## config.mk

```make
export PLATFORM = sky130hd
export DESIGN_NAME = veda_lsu
export DESIGN_NICKNAME = d
export VERILOG_FILES = /design/src/rtl/veda_lsu.sv
export SDC_FILE = /design/constraint.sdc
export NUM_CORES = 1
export LEC_CHECK = 0
export ABC_AREA = 1
export BUFFER_PORTS_ARGS = -buffer_cell sky130_fd_sc_hd__buf_2
export CORE_MARGIN = 2
export CORE_UTILIZATION = 46
export DETAILED_ROUTE_END_ITERATION = 8
export MAX_ROUTING_LAYER = met4
export PLACE_DENSITY = 0.94
export REMOVE_ABC_BUFFERS = 1
export SYNTH_ARGS = -nofsm -noshare
export SYNTH_HDL_FRONTEND = slang
export SYNTH_SLANG_ARGS = --single-unit
```

## constraint.sdc

```tcl
create_clock -name clk -period 3.44 [get_ports clk]
set_input_delay 0.344 -clock clk [delete_from_list [all_inputs] [get_ports clk]]
set_output_delay 0.344 -clock clk [all_outputs]
set_load 0.02 [all_outputs]
```

## src/rtl/veda_lsu.sv

```systemverilog
// veda_lsu: single-outstanding load/store unit for a 512-word data memory.
// Ports: clk/rst_n (sync, active-low); req_* request channel (valid/ready,
// store flag, base + signed word offset, store data, load tag); mem_* data
// memory strobe, mode (0 write, 1 read), address, write data, read data;
// rsp_* response channel (valid/ready, load flag, tag, data, error).
// Define VEDA_LSU_BOUNDS_CHECK_EN to reject addresses beyond 9 bits.
module veda_lsu (
  input  logic        clk,
  input  logic        rst_n,
  input  logic        req_valid,
  output logic        req_ready,
  input  logic        req_store,
  input  logic [31:0] req_base,
  input  logic [15:0] req_offset,
  input  logic [31:0] req_wdata,
  input  logic [4:0]  req_rd,
  output logic        mem_w_en,
  output logic        mem_mode,
  output logic [8:0]  mem_address,
  output logic [31:0] mem_datain,
  input  logic [31:0] mem_dataout,
  output logic        rsp_valid,
  input  logic        rsp_ready,
  output logic        rsp_load,
  output logic [4:0]  rsp_rd,
  output logic [31:0] rsp_data,
  output logic        rsp_err
);
`ifdef VEDA_LSU_BOUNDS_CHECK_EN
  localparam bit BOUNDS_CHECK = 1'b1;
`else
  localparam bit BOUNDS_CHECK = 1'b0;
`endif
  typedef enum logic [1:0] {IDLE, ACCESS, WAIT, RESP} state_t;
  state_t      r_state, w_next;
  logic [31:0] w_ea;
  logic        w_hs, w_oob;
  logic        r_mem_w_en, r_mem_mode, r_rsp_valid, r_rsp_load, r_rsp_err;
  logic [8:0]  r_mem_address;
  logic [31:0] r_mem_datain, r_rsp_data;
  logic [4:0]  r_rsp_rd;
  assign w_ea  = req_base + {{16{req_offset[15]}}, req_offset};
  assign w_hs  = req_valid && (r_state == IDLE);
  assign w_oob = BOUNDS_CHECK && (|w_ea[31:9]);
  always_ff @(posedge clk) begin
    if (!rst_n) r_state <= IDLE;
    else        r_state <= w_next;
  end
  always_comb begin
    w_next = r_state;
    case (r_state)
      IDLE:    w_next = req_valid ? (w_oob ? RESP : ACCESS) : IDLE;
      ACCESS:  w_next = r_rsp_load ? WAIT : RESP;
      WAIT:    w_next = RESP;
      RESP:    w_next = rsp_ready ? IDLE : RESP;
      default: w_next = IDLE;
    endcase
  end
  // Memory outputs are loaded at the handshake so the strobe is high for
  // exactly the ACCESS cycle; rejected requests leave them untouched.
  always_ff @(posedge clk) begin
    if (!rst_n) begin
      r_mem_w_en    <= 1'b0;
      r_mem_mode    <= 1'b0;
      r_mem_address <= '0;
      r_mem_datain  <= '0;
      r_rsp_valid   <= 1'b0;
      r_rsp_load    <= 1'b0;
      r_rsp_rd      <= '0;
      r_rsp_data    <= '0;
      r_rsp_err     <= 1'b0;
    end else begin
      r_mem_w_en  <= w_hs && !w_oob;
      r_rsp_valid <= (w_next == RESP);
      if (w_hs) begin
        r_rsp_load <= !req_store;
        r_rsp_rd   <= req_rd;
        r_rsp_err  <= w_oob;
        r_rsp_data <= '0;
        if (!w_oob) begin
          r_mem_mode    <= !req_store;
          r_mem_address <= w_ea[8:0];
          r_mem_datain  <= req_store ? req_wdata : '0;
        end
      end
      if (r_state == WAIT) r_rsp_data <= mem_dataout;
    end
  end
  assign req_ready   = (r_state == IDLE);
  assign mem_w_en    = r_mem_w_en;
  assign mem_mode    = r_mem_mode;
  assign mem_address = r_mem_address;
  assign mem_datain  = r_mem_datain;
  assign rsp_valid   = r_rsp_valid;
  assign rsp_load    = r_rsp_load;
  assign rsp_rd      = r_rsp_rd;
  assign rsp_data    = r_rsp_data;
  assign rsp_err     = r_rsp_err;
endmodule

```

==> summary by stage <==
Power
The leakage power summed over all cells is 2.20 nW. In this run the power density over the cells is 541 nW/µm². IR analysis of the VDD net gives a maximum drop of 0.248 mV.

Clock tree
Counting every sink on the clock net gives 83. The clock tree synthesis step divided the H-tree into 3 levels. The number of buffers created by CTS is 9. The quantity of hold-fixing buffers added after cts is 0. The number of setup buffers added after CTS is 0. The number of instances resized during post-cts repair is 0. The maximum count of clock buffers along a single path is 2. TritonCTS built the clock tree. The clock transition at the registers of the reported paths is 0.09 ns. The clock reaches the later pin of the worst-skew pair after 0.34 ns.

The tree is rooted in a sky130_fd_sc_hd__clkbuf_8.

Layout
0 antenna diodes ended up in the layout. The final standard cell area without fillers is 4380 µm². Of the cells placed in the final design, the portion with a size suffix greater than 1 is 32.9%. The area taken by multi-input logic gates is 1410 µm².

The number of fill cells is 595. After the last flow step, the layout net total stands at 731. The relative area change from synthesis to final layout is 32.5%. The combined flip-flop and latch cell area is 1660 µm².

Routing
The first-iteration detailed-routing DRC count is 133. The wire length per cell after detailed routing is 12.3 µm. The routed design has 8620 µm of wire. The detailed-router iteration count before antenna repair is 4. After detailed routing, the number of vias per cell comes to 4.77. In this run the remaining antenna-violating nets after routing total 0. The DRC violation count after routing is 0. The routed via count is 3345.

Synthesis
The synthesis-stage register bit count is 83. The average footprint of a synthesized cell is 7.52 µm². The cell taking the most area after synthesis is sky130_fd_sc_hd__dfxtp_1. By count the netlist is led by sky130_fd_sc_hd__nand2_1, sky130_fd_sc_hd__dfxtp_1, sky130_fd_sc_hd__a21oi_1. The cell area after synthesis is 3300 µm². Counting distinct cell types in the post-synthesis netlist gives 25. The instance count of the mapped netlist is 439. sky130_fd_sc_hd__nand2_1 is the most common cell in the netlist. In this run, synthesis inferred 0 flip-flops with an integrated enable. Ranked by total cell area, the synthesized netlist is headed by sky130_fd_sc_hd__dfxtp_1, sky130_fd_sc_hd__nand2_1, sky130_fd_sc_hd__a21oi_1. The sequential fraction of the synthesis area is 50.3%. In this run the biggest area consumer among cell types represents 50.3% of the synthesized area. The Yosys step of the flow raised 0 warnings. The async set-reset flop share out of synthesis is 0%. The most common flop cell mapped by yosys is sky130_fd_sc_hd__dfxtp_1.

GRT
The initial antenna violation count is 0. The via count of the first global-routing pass is 3173. The maximum number of pins on one net before global-route repair is 45. The global-route wire length before repair is 13100 µm. Summed over all layers, the global routing overflow is 0. Global routing used 21.5% of the available tracks across all layers.

STA
The worst path needs 2.03 ns of the cycle, external delays included. The worst pin sits at a relative slew slack of 51.7%. The final worst setup slack is 1.41 ns. The count of final setup violators is 0. The number of hold violations in the final report is 0.

The final max-slew violation count was 0. At the pin with the least slew margin, the transition time is 0.723 ns. Setup repair after global routing left no endpoint under its margin. The worst path uses 58.9% of the clock period. Summed over all failing endpoints, the final setup total negative slack is 0 ns.

The final worst hold slack is 0.244 ns. Static timing analysis puts the maximum clock frequency at 494 MHz. Clock skew on the completed layout was measured at 0.0121 ns.

Floorplan
The I/O pin count is 206. The die is 88.7 µm tall. The die is 88.7 µm wide.

The area of the die is 7870 µm². The total area inside the core boundary comes to 6870 µm². The initial utilization of the core area, before any placement, comes to 48.1%.

In this run the core area contains 30 standard-cell rows.

Place
Once detailed placement completed, the half-perimeter wirelength came to 6350 µm. The port buffer count is 174. The pre-CTS worst setup slack is 1.44 ns.

The weighted congestion reported at the end of routability-driven placement is 0.799. The total placed instance area is 4170 µm².

Worst setup path
The critical path is of the reg -> reg type. STA classifies the critical path startpoint as a register. For the worst setup path, the data arrival time is 2.27 ns. The peak fanout along the critical path is 44.

The endpoint class of the critical path is a register. The endpoint required time on the critical path is 3.68 ns.

Hold path
The kind of path behind the tightest hold check is in -> reg.

Run status
The run finished with clean final reports.

Flow run
The number of maximum-capacitance constraint violations is 0.
-- sequential cells by signal, summed over array words and instances (netlist names) --
| signal | flops |
|---|---|
| r_state | 2 |
| mem_address | 9 |
| rsp_load | 1 |
| rsp_valid | 1 |
| rsp_data | 32 |
| mem_datain | 32 |
| mem_w_en | 1 |
| rsp_rd | 5 |
-- area by class of cell --
cell class | count | share of cell area, %
Clock inverter | 6 | 1.63
Multi-Input combinational cell | 306 | 32.2
Inverter | 25 | 2.23
Clock buffer | 10 | 3.15
Tap cell | 96 | 2.75
Sequential cell | 83 | 38.0
Timing Repair Buffer | 175 | 20.1
-- stage by stage --
step | util [%] | total power [mW] | std cells
2_1_floorplan | - | 1.45 | 414
3_3_place_gp | 60.7 | 1.64 | 685
3_5_place_dp | 60.7 | 1.66 | 685
4_1_cts | 63.7 | 2.39 | 701
5_1_grt | 63.7 | 2.49 | 701
6_report | 63.7 | 2.37 | 701
-- worst max-delay path, cell delays in order (launching register included) --
cell                      delay (ns)
sky130_fd_sc_hd__dfxtp_1        0.47
sky130_fd_sc_hd__nor2_4         0.06
sky130_fd_sc_hd__nand2_4        0.37
sky130_fd_sc_hd__inv_4          0.18
sky130_fd_sc_hd__nor2_4         0.55
sky130_fd_sc_hd__nand2_1        0.10
sky130_fd_sc_hd__a21oi_1        0.20
-- path summary, 6_finish.rpt --
kind | start | end | slack [ns] | depth (start not counted)
min | req_wdata[26] | mem_datain[26] | 0.24 | 3
min reg2reg | rsp_data[30] | rsp_data[30] | 0.46 | 2
max | r_state[0] | rsp_data[2] | 1.41 | 6
max reg2reg | r_state[0] | rsp_data[2] | 1.41 | 6
-- where the power goes --
group / leakage (nW) / total [mW] / internal [mW] / switching [mW]
clock network: 0.105 / 0.725 / 0.365 / 0.360
logic: 1.42 / 0.551 / 0.185 / 0.366
registers: 0.677 / 1.09 / 1.04 / 0.0467
total: 2.20 / 2.37 / 1.59 / 0.773
-- kinds of logic (layout without fill, tap and decap cells) --
group	Yosys count	after routing	share of synthesized area, %
buf+inv	50	216	7.01
simple gates	210	210	25.4
xor+xnor	4	4	1.06
flops	83	83	50.3
fa+ha+maj	9	9	3.64
other cells	1	1	0.114
compound gates	82	82	12.5
-- metal layers --
metal  part of all wire, %  track usage, %  vias to the layer above  wire length [µm]
li1                      -               -                     1702                 -
met1                    39            22.2                     1520              3400
met2                    54            39.8                      115              4640
met3                   5.5            4.01                        8               473
met4                   1.3            8.54                        0               108
met5                     0               -                        -                 0
-- cell usage in the layout (no fill, tap or decap) --
cell and instances:
sky130_fd_sc_hd__nand2_1 169, sky130_fd_sc_hd__fa_1 1, sky130_fd_sc_hd__nand3_1 9, sky130_fd_sc_hd__clkinv_2 2, sky130_fd_sc_hd__clkbuf_8 10, sky130_fd_sc_hd__inv_8 1
sky130_fd_sc_hd__inv_4 1, sky130_fd_sc_hd__nor3_1 1, sky130_fd_sc_hd__xnor2_1 3, sky130_fd_sc_hd__a21oi_1 69, sky130_fd_sc_hd__nand3b_1 1, sky130_fd_sc_hd__clkinvlp_4 1
sky130_fd_sc_hd__a211oi_1 1, sky130_fd_sc_hd__ha_1 8, sky130_fd_sc_hd__dfxtp_1 83, sky130_fd_sc_hd__inv_1 22, sky130_fd_sc_hd__conb_1 1, sky130_fd_sc_hd__nand2_4 1
sky130_fd_sc_hd__o21ai_0 12, sky130_fd_sc_hd__inv_6 2, sky130_fd_sc_hd__bufinv_16 1, sky130_fd_sc_hd__buf_4 1, sky130_fd_sc_hd__or2_2 1, sky130_fd_sc_hd__xor2_1 1
sky130_fd_sc_hd__buf_2 174, sky130_fd_sc_hd__nor2_1 25, sky130_fd_sc_hd__nor2_4 3, sky130_fd_sc_hd__inv_2 1
No activity file was read; power rests on OpenSTA's default activity.
